<file path="config.mk">
export PLATFORM = sky130hd
export DESIGN_NAME = vram_scanout
export DESIGN_NICKNAME = d
export VERILOG_FILES = /design/src/rtl/vram_scanout.sv
export SDC_FILE = /design/constraint.sdc
export NUM_CORES = 1
export LEC_CHECK = 0
export BUFFER_PORTS_ARGS = -buffer_cell sky130_fd_sc_hd__buf_2
export CORE_UTILIZATION = 56
export CTS_BUF_LIST = sky130_fd_sc_hd__clkbuf_4
export CTS_CLUSTER_DIAMETER = 150
export DETAILED_ROUTE_END_ITERATION = 12
export GPL_TIMING_DRIVEN = 0
export PLACE_DENSITY = 0.88
export SKIP_LAST_GASP = 1
export SYNTH_ARGS = -nofsm -noshare
export SYNTH_HDL_FRONTEND = slang
export SYNTH_SLANG_ARGS = --single-unit
</file>
<file path="constraint.sdc">
create_clock -name clk -period 2.9 [get_ports clk]
set_clock_uncertainty 0.15 [all_clocks]
set_input_delay 0.58 -clock clk [delete_from_list [all_inputs] [get_ports clk]]
set_output_delay 0.58 -clock clk [all_outputs]
set_load 0.005 [all_outputs]
</file>
<file path="src/rtl/vram_scanout.sv">
// rtl/vram_scanout.sv - streams one VRAM frame in row-major order over valid/ready
// Optional feature macro: VRAM_SCANOUT_TEST_PATTERN_EN (adds enable_test_pattern, border test image)
module vram_scanout #(
    parameter int DISPLAY_WIDTH  = 240,
    parameter int DISPLAY_HEIGHT = 320,
    parameter int VRAM_W         = 16,
    localparam int L             = DISPLAY_WIDTH * DISPLAY_HEIGHT,
    localparam int A             = $clog2(L)
) (
    input  logic              clk,
    input  logic              rst,
    input  logic              ena,
    input  logic              frame_start,
`ifdef VRAM_SCANOUT_TEST_PATTERN_EN
    input  logic              enable_test_pattern,
`endif
    output logic [A-1:0]      vram_rd_addr,
    input  logic [VRAM_W-1:0] vram_rd_data,
    output logic [VRAM_W-1:0] pixel_data,
    output logic              pixel_valid,
    input  logic              pixel_ready,
    output logic              pixel_last,
    output logic              busy,
    output logic              frame_done
);

    localparam logic [A-1:0] LAST_ADDR = A'(L - 1);

    typedef enum logic [1:0] {S_IDLE, S_STREAM, S_DRAIN} state_t;

    state_t state, state_nxt;

    // The address register doubles as the issue counter: the RAM samples it at the
    // end of the issue cycle, so its data is on vram_rd_data the following cycle.
    logic [A-1:0]      issue_cnt;
    logic              issue;
    logic              accept;
    logic              inflight;
    logic              inflight_last;
    logic              pop;
    logic [1:0]        count;
    logic [2:0]        occ;
    logic [VRAM_W-1:0] d0, d1;
    logic              l0, l1;
    logic [VRAM_W-1:0] push_data;

    assign vram_rd_addr = issue_cnt;
    assign pixel_valid  = (count != 2'd0);
    assign pixel_data   = d0;
    assign pixel_last   = pixel_valid & l0;
    assign pop          = pixel_valid & pixel_ready;
    assign accept       = (state == S_IDLE) & frame_start;
    assign occ          = {1'b0, count} + {2'b00, inflight};

    // State register
    always_ff @(posedge clk) begin
        if (rst) state <= S_IDLE;
        else     state <= state_nxt;
    end

    // Next-state logic
    always_comb begin
        state_nxt = state;
        case (state)
            S_IDLE:   if (frame_start) state_nxt = S_STREAM;
            S_STREAM: if (issue && issue_cnt == LAST_ADDR) state_nxt = S_DRAIN;
            S_DRAIN:  if (pop && pixel_last) state_nxt = S_IDLE;
            default:  state_nxt = S_IDLE;
        endcase
    end

    // FSM outputs: read issue keeps buffered + in-flight pixels at two or fewer
    always_comb begin
        busy  = 1'b0;
        issue = 1'b0;
        case (state)
            S_STREAM: begin
                busy  = 1'b1;
                issue = ena && (occ < (3'd2 + {2'b00, pop}));
            end
            S_DRAIN:  busy = 1'b1;
            default:  ;
        endcase
    end

    // Issue counter: rewinds on acceptance, holds at the final address
    always_ff @(posedge clk) begin
        if (rst)                                  issue_cnt <= '0;
        else if (accept)                          issue_cnt <= '0;
        else if (issue && issue_cnt != LAST_ADDR) issue_cnt <= issue_cnt + 1'b1;
    end

    // In-flight read tracking; data lands in the buffer the cycle after issue
    always_ff @(posedge clk) begin
        if (rst) begin
            inflight      <= 1'b0;
            inflight_last <= 1'b0;
        end else begin
            inflight      <= issue;
            inflight_last <= issue && (issue_cnt == LAST_ADDR);
        end
    end

`ifdef VRAM_SCANOUT_TEST_PATTERN_EN
    localparam int XW = $clog2(DISPLAY_WIDTH + 1);
    localparam int YW = $clog2(DISPLAY_HEIGHT + 1);

    logic [XW-1:0] xcnt;
    logic [YW-1:0] ycnt;
    logic          tp_en;
    logic          border;
    logic          inflight_border;

    assign border = (xcnt == '0) || (xcnt == XW'(DISPLAY_WIDTH - 1)) ||
                    (ycnt == '0) || (ycnt == YW'(DISPLAY_HEIGHT - 1));

    // x/y shadow of the issue counter plus the per-frame pattern enable
    always_ff @(posedge clk) begin
        if (rst) begin
            xcnt            <= '0;
            ycnt            <= '0;
            tp_en           <= 1'b0;
            inflight_border <= 1'b0;
        end else begin
            inflight_border <= border;
            if (accept) begin
                xcnt  <= '0;
                ycnt  <= '0;
                tp_en <= enable_test_pattern;
            end else if (issue && issue_cnt != LAST_ADDR) begin
                if (xcnt == XW'(DISPLAY_WIDTH - 1)) begin
                    xcnt <= '0;
                    ycnt <= ycnt + 1'b1;
                end else begin
                    xcnt <= xcnt + 1'b1;
                end
            end
        end
    end

    assign push_data = tp_en ? (inflight_border ? {VRAM_W{1'b1}} : {VRAM_W{1'b0}})
                             : vram_rd_data;
`else
    assign push_data = vram_rd_data;
`endif

    // Two-entry pixel buffer; entry 0 is the head presented to the consumer
    always_ff @(posedge clk) begin
        if (rst) begin
            count <= 2'd0;
            d0    <= '0;
            d1    <= '0;
            l0    <= 1'b0;
            l1    <= 1'b0;
        end else begin
            case ({inflight, pop})
                2'b10: begin
                    if (count == 2'd0) begin
                        d0 <= push_data;
                        l0 <= inflight_last;
                    end else begin
                        d1 <= push_data;
                        l1 <= inflight_last;
                    end
                    count <= count + 2'd1;
                end
                2'b01: begin
                    d0    <= d1;
                    l0    <= l1;
                    count <= count - 2'd1;
                end
                2'b11: begin
                    if (count == 2'd1) begin
                        d0 <= push_data;
                        l0 <= inflight_last;
                    end else begin
                        d0 <= d1;
                        l0 <= l1;
                        d1 <= push_data;
                        l1 <= inflight_last;
                    end
                end
                default: ;
            endcase
        end
    end

    // End-of-frame pulse, one cycle after the last pixel is taken
    always_ff @(posedge clk) begin
        if (rst) frame_done <= 1'b0;
        else     frame_done <= (state == S_DRAIN) && pop && pixel_last;
    end

endmodule
</file>
==> out/metrics.csv <==
metric,value,unit
total wire length,6040,um
R2R setup slack,0.28,ns
worst vdd ir,0.000360,V
crit path max fanout,10,
core area,0.00475,mm^2
Post-synth top flop,dfxtp_1,
Inserted Diodes,0,
die height,72.4,um
design area,0.00329,mm^2
H-tree depth,3,
Worst-path clk slew,0.10,ns
CP max stage cell,o211a_1,
Inserted Clock Buffers,9,
final hold vios,0,
Max-Cap Viols,0,
Total GRT Usage,25.3,%
Synth top area share,41.8,%
"Setup violations, final",0,
"Arr. time, crit path",2.74,ns
area grow syn2layout,18.7,%
CTS tree,done,
"FF+latch count, synth",58,
post-route setup TNS,0,ns
hold path cells,3,
most area-hungry cell type in the Yosys netlist,dfxtp_1,
"Async S/R FF share, synth",0,%
reg2reg path depth,10,
Routed Antenna Nets,0,
DR WL/cell,13.6,um
vias in the first global route,2281,
crit path cell chain,inv_1 -> ha_1 -> nand2b_1 -> inv_1 -> ha_1 -> nand2_1 -> o211a_1 -> buf_2 -> mux2i_1 -> nor2_1,
layout cell share with drive strength beyond 1,20.7,%
status,"complete, no violations",
placed cell area,0.00314,mm^2
static leakage power,1.30,nW
clock buffer depth,2,
total number of vias,2474,
initial core utilization,58.4,%
Setup Crit Path Kind,register to register,
Starting DRT DRC Count,134,
Syn Inst Count,305,
Nets,404,
Hold Path End,d1[1]$_SDFFE_PP0P_,
# Post-CTS Setup Buffers,0,
CP Capture Type,register,
DIE AREA,0.00524,mm^2
Die Span X,72.4,um
Tcrit/Tclk final,90.3,%
RSZ-0062 raised after global routing,no,
reg2reg end,d1[15]$_SDFFE_PP0P_,
"Largest delay share family, worst path",buffers and inverters,
global route total overflow,0,
"Seq/Total Area, Yosys",41.8,%
hold_buf cts,0,
Crit Reg-Reg Startpoint,count[1]$_SDFFE_PP0P_,
CP startpoint kind,register,
total iterations of the first detailed-routing run,4,
std cell rows,25,
residual DRC count,0,
post-route minimum period,2.62,ns
first-pass GRT wire length,10200,um
Hold Path Class,input port to register,
crit-path max cell delay,0.40,ns
synth top area cells,"dfxtp_1 42%, mux2i_1 10%, a211oi_1 6.0%",
Placer Congestion,0.829,
clock sink total,58,
vias per cell,5.58,
pwr dens,761,mW/mm^2
clock root cell,clkbuf_4,
input/output buffers,56,
fmax,382,MHz
WP data required,3.02,ns
Hold Crit Start,vram_rd_data[1],
max_slew headroom,60.0,%
syn_area_per_cell,9.10,um^2
Post-synth EDFFs,0,
clk_lat worst skew,0.39,ns
initial antenna violation count,0,
DP HPWL,4240,um
Least-Margin Pin Slew,0.597,ns
max-slew violation count,0,
post-synth net total,338,
number of synthesis warnings,0,
I/O pins,58,
Cell variety after synth,42,
Bufs and invs on worst path,3,
pin count of the biggest net entering global routing,11,
Mapped Area,0.00278,mm^2
[worst reg2reg max path, stage by stage, from the launching register on]
cell and delay [ns]:
dfxtp_1 0.33, inv_1 0.09, ha_1 0.26, nand2b_1 0.18, inv_1 0.07, ha_1 0.22, nand2_1 0.09, o211a_1 0.40
buf_2 0.39, mux2i_1 0.26, nor2_1 0.07
[cells in the final DEF (no fill, tap or decap), types with 3 or more instances in the layout]
cell type  instances
a22oi_1           17
clkbuf_4          10
or4_1              3
a211oi_1          22
a21oi_1            9
inv_1             11
nand3_1            7
nand4_1            5
nand3b_1           3
buf_2             58
a21o_1             3
dfxtp_1           58
nor2_1            41
nand2b_1          12
a2111oi_0          4
o31ai_1            4
mux2i_1           28
ha_1              12
clkbuf_1          11
nand2_1           19
[power breakdown]
part	internal (W)	leakage [nW]	switching [W]	total [W]
clock network	0.000354	0.0854	0.000297	0.000651
registers	0.000949	0.471	0.0000775	0.00103
logic	0.000357	0.747	0.000470	0.000827
total	0.00166	1.30	0.000845	0.00251
[final cells by class]
| type | count | area (um^2) |
|---|---|---|
| Buffer | 16 | 65.1 |
| Clock buffer | 10 | 75.1 |
| Clock inverter | 6 | 81.3 |
| Fill cell | 376 | 1460 |
| Inverter | 11 | 41.3 |
| Multi-Input combinational cell | 219 | 1510 |
| Sequential cell | 58 | 1160 |
| Tap cell | 67 | 83.8 |
| Timing Repair Buffer | 56 | 280 |
[per-stage QoR]
step                      hold slack, ns  util [%]  instances  setup WS, ns  power [W]
final                              0.278      69.3        443         0.282    0.00251
after global placement             0.323      66.0        428         0.200    0.00185
after floorplan                    0.311         -        305         0.468    0.00161
after CTS                          0.259      69.3        444        0.0934    0.00252
after global routing               0.278      69.3        443        0.0508    0.00269
after detailed placement           0.335      66.0        428        0.0883    0.00187
[registers in the layout (all words and copies together), names as in the netlist]
signal,flops
l1,1
l0,1
inflight,1
vram_rd_addr,17
inflight_last,1
d1,16
frame_done,1
pixel_data,16
state,2
count,2
[worst max path at each step]
stage / cells past startpoint / from / slack (ns) / to
4_1_cts: 10 / count[0]$_SDFFE_PP0P_ / 0.09 / d1[15]$_SDFFE_PP0P_
3_5_place_dp: 10 / count[0]$_SDFFE_PP0P_ / 0.09 / d1[15]$_SDFFE_PP0P_
3_3_place_gp: 10 / count[0]$_SDFFE_PP0P_ / 0.20 / d1[9]$_SDFFE_PP0P_
6_report: 10 / count[1]$_SDFFE_PP0P_ / 0.28 / d1[15]$_SDFFE_PP0P_
5_1_grt: 9 / count[0]$_SDFFE_PP0P_ / 0.05 / d1[15]$_SDFFE_PP0P_
2_1_floorplan: 10 / count[0]$_SDFFE_PP0P_ / 0.47 / d1[10]$_SDFFE_PP0P_
[cell families (layout without fill, tap and decap cells)]
logic type               Yosys count  after routing  synth area share, %
multiplexers                      28             28                 10.1
buffers and inverters             28             99                 3.88
AND/OR/NAND/NOR                  106            106                 19.3
XOR/XNOR                           2              2                0.631
AO/OA/AOI/OAI                     71             71                 18.9
flip-flops                        58             58                 41.8
adder cells (fa/ha/maj)           12             12                 5.41
[Yosys cell counts (all sizes together), types with 2 or more instances]
| cell | count |
|---|---|
| o31ai | 4 |
| nand2b | 12 |
| or3b | 2 |
| nor2 | 41 |
| o311ai | 2 |
| a2111oi | 4 |
| xor2 | 2 |
| o21ai | 3 |
| or3 | 2 |
| mux2i | 28 |
| nor3b | 2 |
| or4 | 3 |
| inv | 11 |
| o41ai | 2 |
| buf | 3 |
| a22oi | 17 |
| nand3b | 3 |
| a21oi | 9 |
| nand4 | 5 |
| clkbuf | 14 |
| dfxtp | 58 |
| ha | 12 |
| nand2 | 19 |
| a21o | 3 |
| nand3 | 7 |
| a211oi | 22 |
| nor4 | 2 |
| nor2b | 2 |
[layer usage]
| metal | global-route usage, % | part of all wire, % |
|---|---|---|
| met5 | 0 | 0 |
| met4 | 13.7 | 1.4 |
| met3 | 5.00 | 6.2 |
| met2 | 39.7 | 47 |
| met1 | 32.7 | 45 |
[what timing repair did]
| item | 4_1_cts | 5_1_grt |
|---|---|---|
| hold endpoints to repair | 0 | 0 |
| endpoints found under the setup margin | 0 | 20 |
| gates resized for setup | 0 | 4 |
Note: power is estimated with default switching activity, not from simulation.
